==> src/rtl/elgamal_pkg.sv <==
// Shared definitions for the ElGamal pipeline stages.
//   SIZE          : default operand width.
//   MULMOD_CYCLES : cycles taken by one modular multiplication (load + SIZE steps).
//   state_t       : decrypting_entity controller states.
package elgamal_pkg;

  localparam int SIZE          = 64;
  localparam int MULMOD_CYCLES = SIZE + 1;

  typedef enum logic [2:0] {
    ST_IDLE  = 3'd0,
    ST_LOAD  = 3'd1,
    ST_SQR   = 3'd2,
    ST_MUL   = 3'd3,
    ST_FINAL = 3'd4,
    ST_DONE  = 3'd5
  } state_t;

endpackage

==> src/rtl/mod_mul_iter.sv <==
// Iterative modular multiplier: o_product = (y * z) mod p.
// Interleaved left-to-right shift-add, one multiplier bit per cycle.
// Ports:
//   clk, rst    : clock, synchronous active-high reset
//   i_start     : load operands (ignored while busy)
//   i_y, i_z    : operands, both expected < i_p
//   i_p         : modulus
//   o_busy      : iteration in progress
//   o_done      : high in the last iteration cycle; o_product is valid then
//   o_product   : result, always < p
// A multiplication spans W+1 cycles: the start cycle plus W iterations.
module mod_mul_iter #(
  parameter int W = elgamal_pkg::SIZE
) (
  input  logic         clk,
  input  logic         rst,
  input  logic         i_start,
  input  logic [W-1:0] i_y,
  input  logic [W-1:0] i_z,
  input  logic [W-1:0] i_p,
  output logic         o_busy,
  output logic         o_done,
  output logic [W-1:0] o_product
);

  localparam int CNT_W = $clog2(W);

  logic [W-1:0]     r_y;
  logic [W-1:0]     r_z;
  logic [W-1:0]     r_p;
  logic [W+1:0]     r_acc;
  logic [CNT_W-1:0] r_cnt;
  logic             r_busy;

  logic [W+1:0] w_p_ext;
  logic [W+1:0] w_add;
  logic [W+1:0] w_dbl;
  logic [W+1:0] w_s1;
  logic [W+1:0] w_s2;

  // acc < p, so 2*acc + z < 3p: two subtractions bring it back below p,
  // and the two extra bits hold the intermediate without overflow.
  assign w_p_ext = {2'b00, r_p};
  assign w_add   = r_y[r_cnt] ? {2'b00, r_z} : '0;
  assign w_dbl   = (r_acc << 1) + w_add;
  assign w_s1    = (w_dbl >= w_p_ext) ? (w_dbl - w_p_ext) : w_dbl;
  assign w_s2    = (w_s1  >= w_p_ext) ? (w_s1  - w_p_ext) : w_s1;

  assign o_busy    = r_busy;
  assign o_done    = r_busy && (r_cnt == '0);
  assign o_product = w_s2[W-1:0];

  always_ff @(posedge clk) begin
    if (rst) begin
      r_y    <= '0;
      r_z    <= '0;
      r_p    <= '0;
      r_acc  <= '0;
      r_cnt  <= '0;
      r_busy <= 1'b0;
    end else if (i_start && !r_busy) begin
      r_y    <= i_y;
      r_z    <= i_z;
      r_p    <= i_p;
      r_acc  <= '0;
      r_cnt  <= CNT_W'(W - 1);
      r_busy <= 1'b1;
    end else if (r_busy) begin
      r_acc <= w_s2;
      if (r_cnt == '0) r_busy <= 1'b0;
      else             r_cnt  <= r_cnt - CNT_W'(1);
    end
  end

endmodule

==> src/rtl/decrypting_entity.sv <==
// ElGamal decryption: m = b * a^(p-1-x) mod p, computed by square-and-multiply
// over all SIZE exponent bits with one shared iterative modular multiplier.
// Ports:
//   clk, rst                 : clock, synchronous active-high reset
//   input_{p,x_key,a,b}_*    : AXI-stream operands, accepted together in IDLE
//   output_m_*               : AXI-stream result; tuser flags an operand range error
// Handshake rule: a transfer happens in a cycle where tvalid and tready are both
// high; the four input readies rise only when all four input valids are high,
// and the result holds (tvalid, tdata, tuser stable) until output_m_tready.
// Optional build macro DECRYPT_RANGE_CHECK_EN: reject out-of-range operands in
// LOAD with m = 0 and tuser = 1; otherwise tuser is constant 0.
module decrypting_entity #(
  parameter int SIZE = elgamal_pkg::SIZE
) (
  input  logic            clk,
  input  logic            rst,
  input  logic [SIZE-1:0] input_p_tdata,
  input  logic            input_p_tvalid,
  output logic            input_p_tready,
  input  logic [SIZE-1:0] input_x_key_tdata,
  input  logic            input_x_key_tvalid,
  output logic            input_x_key_tready,
  input  logic [SIZE-1:0] input_a_tdata,
  input  logic            input_a_tvalid,
  output logic            input_a_tready,
  input  logic [SIZE-1:0] input_b_tdata,
  input  logic            input_b_tvalid,
  output logic            input_b_tready,
  output logic [SIZE-1:0] output_m_tdata,
  output logic            output_m_tuser,
  output logic            output_m_tvalid,
  input  logic            output_m_tready
);

  import elgamal_pkg::*;

  localparam int IDX_W = $clog2(SIZE);

  state_t            r_state;
  state_t            w_next;
  logic [SIZE-1:0]   r_p;
  logic [SIZE-1:0]   r_x;
  logic [SIZE-1:0]   r_a;
  logic [SIZE-1:0]   r_b;
  logic [SIZE-1:0]   r_e;
  logic [SIZE-1:0]   r_r;
  logic [IDX_W-1:0]  r_idx;
  logic              r_err;

  logic              w_accept;
  logic              w_range_err;
  logic              w_mul_active;
  logic              w_mul_start;
  logic              w_mul_busy;
  logic              w_mul_done;
  logic [SIZE-1:0]   w_mul_z;
  logic [SIZE-1:0]   w_mul_prod;

  // rst gating keeps the readies low during reset regardless of state.
  assign w_accept = (r_state == ST_IDLE) && !rst &&
                    input_p_tvalid && input_x_key_tvalid &&
                    input_a_tvalid && input_b_tvalid;

  assign input_p_tready     = w_accept;
  assign input_x_key_tready = w_accept;
  assign input_a_tready     = w_accept;
  assign input_b_tready     = w_accept;

  assign output_m_tvalid = (r_state == ST_DONE);
  assign output_m_tdata  = (r_state == ST_DONE) ? r_r : '0;
  assign output_m_tuser  = (r_state == ST_DONE) && r_err;

`ifdef DECRYPT_RANGE_CHECK_EN
  // p >= 3 is assumed, so p-2 cannot wrap.
  assign w_range_err = (r_x > (r_p - SIZE'(2))) || (r_a == '0) ||
                       (r_a >= r_p) || (r_b >= r_p);
`else
  assign w_range_err = 1'b0;
`endif

  // The multiplier is kicked on the first cycle of every SQR/MUL/FINAL visit;
  // its done cycle is the last cycle of that visit.
  assign w_mul_active = (r_state == ST_SQR) || (r_state == ST_MUL) ||
                        (r_state == ST_FINAL);
  assign w_mul_start  = w_mul_active && !w_mul_busy;

  always_comb begin
    w_mul_z = r_r;
    case (r_state)
      ST_MUL:   w_mul_z = r_a;
      ST_FINAL: w_mul_z = r_b;
      default:  w_mul_z = r_r;
    endcase
  end

  mod_mul_iter #(.W(SIZE)) u_mul (
    .clk       (clk),
    .rst       (rst),
    .i_start   (w_mul_start),
    .i_y       (r_r),
    .i_z       (w_mul_z),
    .i_p       (r_p),
    .o_busy    (w_mul_busy),
    .o_done    (w_mul_done),
    .o_product (w_mul_prod)
  );

  always_comb begin
    w_next = r_state;
    case (r_state)
      ST_IDLE:  if (w_accept) w_next = ST_LOAD;
      ST_LOAD:  w_next = w_range_err ? ST_DONE : ST_SQR;
      ST_SQR: begin
        if (w_mul_done) begin
          if (r_e[r_idx])          w_next = ST_MUL;
          else if (r_idx == '0)    w_next = ST_FINAL;
          else                     w_next = ST_SQR;
        end
      end
      ST_MUL: begin
        if (w_mul_done) w_next = (r_idx == '0) ? ST_FINAL : ST_SQR;
      end
      ST_FINAL: if (w_mul_done) w_next = ST_DONE;
      ST_DONE:  if (output_m_tready) w_next = ST_IDLE;
      default:  w_next = ST_IDLE;
    endcase
  end

  always_ff @(posedge clk) begin
    if (rst) begin
      r_state <= ST_IDLE;
      r_p     <= '0;
      r_x     <= '0;
      r_a     <= '0;
      r_b     <= '0;
      r_e     <= '0;
      r_r     <= '0;
      r_idx   <= '0;
      r_err   <= 1'b0;
    end else begin
      r_state <= w_next;
      case (r_state)
        ST_IDLE: begin
          if (w_accept) begin
            r_p <= input_p_tdata;
            r_x <= input_x_key_tdata;
            r_a <= input_a_tdata;
            r_b <= input_b_tdata;
          end
        end
        ST_LOAD: begin
          // Fermat: a^-x = a^(p-1-x), so one exponentiation yields the inverse.
          r_e   <= r_p - SIZE'(1) - r_x;
          r_idx <= IDX_W'(SIZE - 1);
          r_r   <= w_range_err ? '0 : SIZE'(1);
          r_err <= w_range_err;
        end
        ST_SQR: begin
          if (w_mul_done) begin
            r_r <= w_mul_prod;
            // A set bit keeps idx for the following MUL, which decrements it.
            if (!r_e[r_idx] && (r_idx != '0)) r_idx <= r_idx - IDX_W'(1);
          end
        end
        ST_MUL: begin
          if (w_mul_done) begin
            r_r <= w_mul_prod;
            if (r_idx != '0) r_idx <= r_idx - IDX_W'(1);
          end
        end
        ST_FINAL: if (w_mul_done) r_r <= w_mul_prod;
        default: ;
      endcase
    end
  end

endmodule

==> config.mk <==
export PLATFORM = sky130hd
export DESIGN_NAME = decrypting_entity
export DESIGN_NICKNAME = d
export VERILOG_FILES = /design/src/rtl/elgamal_pkg.sv /design/src/rtl/mod_mul_iter.sv /design/src/rtl/decrypting_entity.sv
export SDC_FILE = /design/constraint.sdc
export NUM_CORES = 2
export LEC_CHECK = 0
export ABC_CLOCK_PERIOD_IN_PS = 14900
export CAP_MARGIN = 5
export CORE_MARGIN = 4
export CORE_UTILIZATION = 28
export CTS_CLUSTER_DIAMETER = 120
export CTS_CLUSTER_SIZE = 8
export DETAILED_ROUTE_END_ITERATION = 12
export HOLD_SLACK_MARGIN = 0.12
export PLACE_DENSITY_LB_ADDON = 0.15
export SYNTH_ARGS = -nofsm -noshare
export SYNTH_HDL_FRONTEND = slang
export SYNTH_SLANG_ARGS = --single-unit
==> constraint.sdc <==
create_clock -name clk -period 14.9 [get_ports clk]
set_input_delay 2.235 -clock clk [delete_from_list [all_inputs] [get_ports clk]]
set_output_delay 2.235 -clock clk [all_outputs]
set_load 0.05 [all_outputs]
==> metrics.md <==
| Metric | Value |
|---|---|
| Status | complete, no violations |
| Max Root-Sink Buffers | 3 |
| Final nets | 6510 |
| Gr usage total | 0.2089 |
| Fmax | 69.82 MHz |
| Antenna Cells | 0 |
| Area share of the largest cell type after synthesis | 0.3083 |
| Fin Clk Skew | 0.02085 ns |
| Slowest CP cell | a2111oi_0 |
| Cell area after synthesis | 0.04266 mm^2 |
| Clock-pin slew of the registers on the worst-case setup and hold paths | 0.05 ns |
| Worst-margin pin slew | 1.211 ns |
| Fillers | 16377 |
| Initial Util | 0.2831 |
| Rows | 142 |
| Hold Buf Count CTS | 0 |
| First drt pass iteration count | 6 |
| Count leader, synth | nand2_1 |
| Worst EP required | 15.42 ns |
| Port Buf Inserts | 331 |
| Max reg flops | 65 |
| DIE AREA | 0.1587 mm^2 |
| Yosys cell types | 77 |
| Crit Path Class | flop to flop |
| Final hold slack | 0.4460 ns |
| Clock root buffer | clkbuf_16 |
| # setup viols final | 0 |
| Core ar. | 0.1507 mm^2 |
| Final hold vios | 0 |
| FFs w/ async S/R, synth | 0 |
| Most common library cells after synthesis | 1222 x nand2_1, 873 x a21oi_1, 657 x dfxtp_1, 525 x o21ai_0, 356 x clkbuf_1 |
| Global-route wire length before repair | 256.3 mm |
| Worst-path maximum fanout | 51 |
| Largest net degree at the start of global routing | 131 |
| Top cells by area, synth | dfxtp_1 31%, nand2_1 11%, a21oi_1 10%, ha_1 7.5%, o21ai_0 6.2% |
| I/O pin cnt | 333 |
| Post-layout utilization of the core | 0.3336 |
| Total number of vias | 41460 |
| Most flops, register | u_mul.r_acc |
| Min-Delay Path Class | flop to flop |
| Post-CTS Setup Inserts | 0 |
| Syn Area/Cell | 7.268 um^2 |
| Worst rel slew slack | 0.1720 |
| Post-synth EDFFs | 0 |
| Clock sink count | 657 |
| Die H | 398.3 um |
| Nature of the critical path startpoint | flop |
| TritonCTS clock tree | yes |
| Clk_lat worst skew | 0.69 ns |
| Tmin final | 14.32 ns |
| Syn_nets | 6392 |
| Worst setup EP type | flop |
| Vias in the first global route | 40030 |
| Top FF cell, synth | dfxtp_1 |
| Synth warnings | 0 |
| First-iteration detailed-routing DRC count | 3349 |
| CP most frequent cell | o21ai_0 |
| Vias per cell | 5.172 |
| Share of layout cells above drive strength 1 | 0.05082 |
| Synth area leader | dfxtp_1 |
| Max-cap violations | 0 |
| Max-slew violations | 0 |
| Layout area overhead | 17.84% |
| Antenna viol nets, final | 0 |
| Initial antenna violation count | 10 |
| Routed WL | 172.3 mm |
| Placer's final routability congestion estimate | 0.9031 |
| Post-CTS sizing | 0 |
| Final HPWL DP | 132.0 mm |
| Sequential area share after synthesis | 0.3083 |
| FF+latch count, synth | 657 |
| Crit path largest cell delay | 1.06 ns |
| # DRC | 0 |
| Mapped Cells | 5869 |
| Period Utilization, post-route | 0.9613 |
| Die W | 398.3 um |
| RSZ-0062 raised after global routing | no |
| GR Overflow Total | 0 |
| WP data arrival | 14.84 ns |
| Number of buffers created by CTS | 94 |
| Final TNS setup | 0 ns |
| H-Tree Depth | 3 |
| Routed wire length per instance | 21.49 um |
==> cells by family (layout without fill, tap and decap cells) <==
| family | count (synthesis) | after routing | share of synthesized area |
|---|---|---|---|
| other | 1 | 1 | 0.00008791 |
| adder cells (fa/ha/maj) | 260 | 260 | 0.07696 |
| flip-flops | 657 | 657 | 0.3083 |
| multiplexers | 128 | 128 | 0.04288 |
| XOR/XNOR | 242 | 242 | 0.04969 |
| buffers and inverters | 607 | 739 | 0.05573 |
| AND/OR/NAND/NOR | 2067 | 2067 | 0.2119 |
| AO/OA/AOI/OAI | 1907 | 1907 | 0.2544 |
==> final cells by class <==
type / instances / area, um^2 / area share
Clock inverter: 10 / 113.9 / 0.002265
Sequential cell: 657 / 13160 / 0.2618
Clock buffer: 100 / 2406 / 0.04787
Tap cell: 2016 / 2522 / 0.05018
Inverter: 205 / 782.0 / 0.01556
Multi-Input combinational cell: 4605 / 27180 / 0.5407
Timing Repair Buffer: 424 / 4104 / 0.08164
==> critical path, delay by kind of cell, from the launching register on <==
family | cells | cell delay, ns
and+or+nand+nor | 5 | 1.27
adders and majority gates | 3 | 1.11
buffers and inverters | 5 | 1.40
AOI/OAI and AO/OA | 20 | 6.95
DFF | 1 | 0.94
muxes | 4 | 2.09
xor gates and xnor gates | 1 | 0.23
==> metrics by stage <==
step	worst slack (ns)	area, um^2	cells
2_1_floorplan	4.208	42660	5869
3_3_place_gp	1.173	47750	7907
3_5_place_dp	1.013	47750	7907
4_1_cts	0.9443	50270	8017
5_1_grt	0.03371	50270	8017
6_report	0.5774	50270	8017
==> final timing paths <==
| kind | slack (ns) | endpoint | depth (start not counted) | start |
|---|---|---|---|---|
| max | 0.58 | u_mul.r_acc[33] | 38 | u_mul.r_cnt[0] |
| min | 0.45 | r_e[14] | 2 | r_e[14] |
| max reg2reg | 0.58 | u_mul.r_acc[33] | 38 | u_mul.r_cnt[0] |
| min reg2reg | 0.45 | r_e[14] | 2 | r_e[14] |
==> metal layers <==
layer  wire, um  track usage
met4       3884      0.04814
met3       5726      0.02480
met1      77880       0.2741
met2      84740       0.3655
met5         77            0
==> layout by cell type, fill, tap and decap left out, types with 38 or more instances in the layout <==
cell type and instances:
mux4_2 42, inv_1 202, nor2_1 223, clkbuf_16 95
nor3_1 120, ha_1 256, dfxtp_1 654, buf_4 86
a21oi_1 873, xor2_1 82, nand3_1 138, o21a_1 38
nand2_1 1222, xnor2_1 160, o21bai_1 49, and2_1 136
nand4_1 62, o21ai_0 524, clkdlybuf4s50_1 330, mux2i_1 68
o22ai_1 66, a21o_1 129
Power is not shown: default switching activity piles up to over one toggle a cycle in this logic, so the estimate is an artifact.
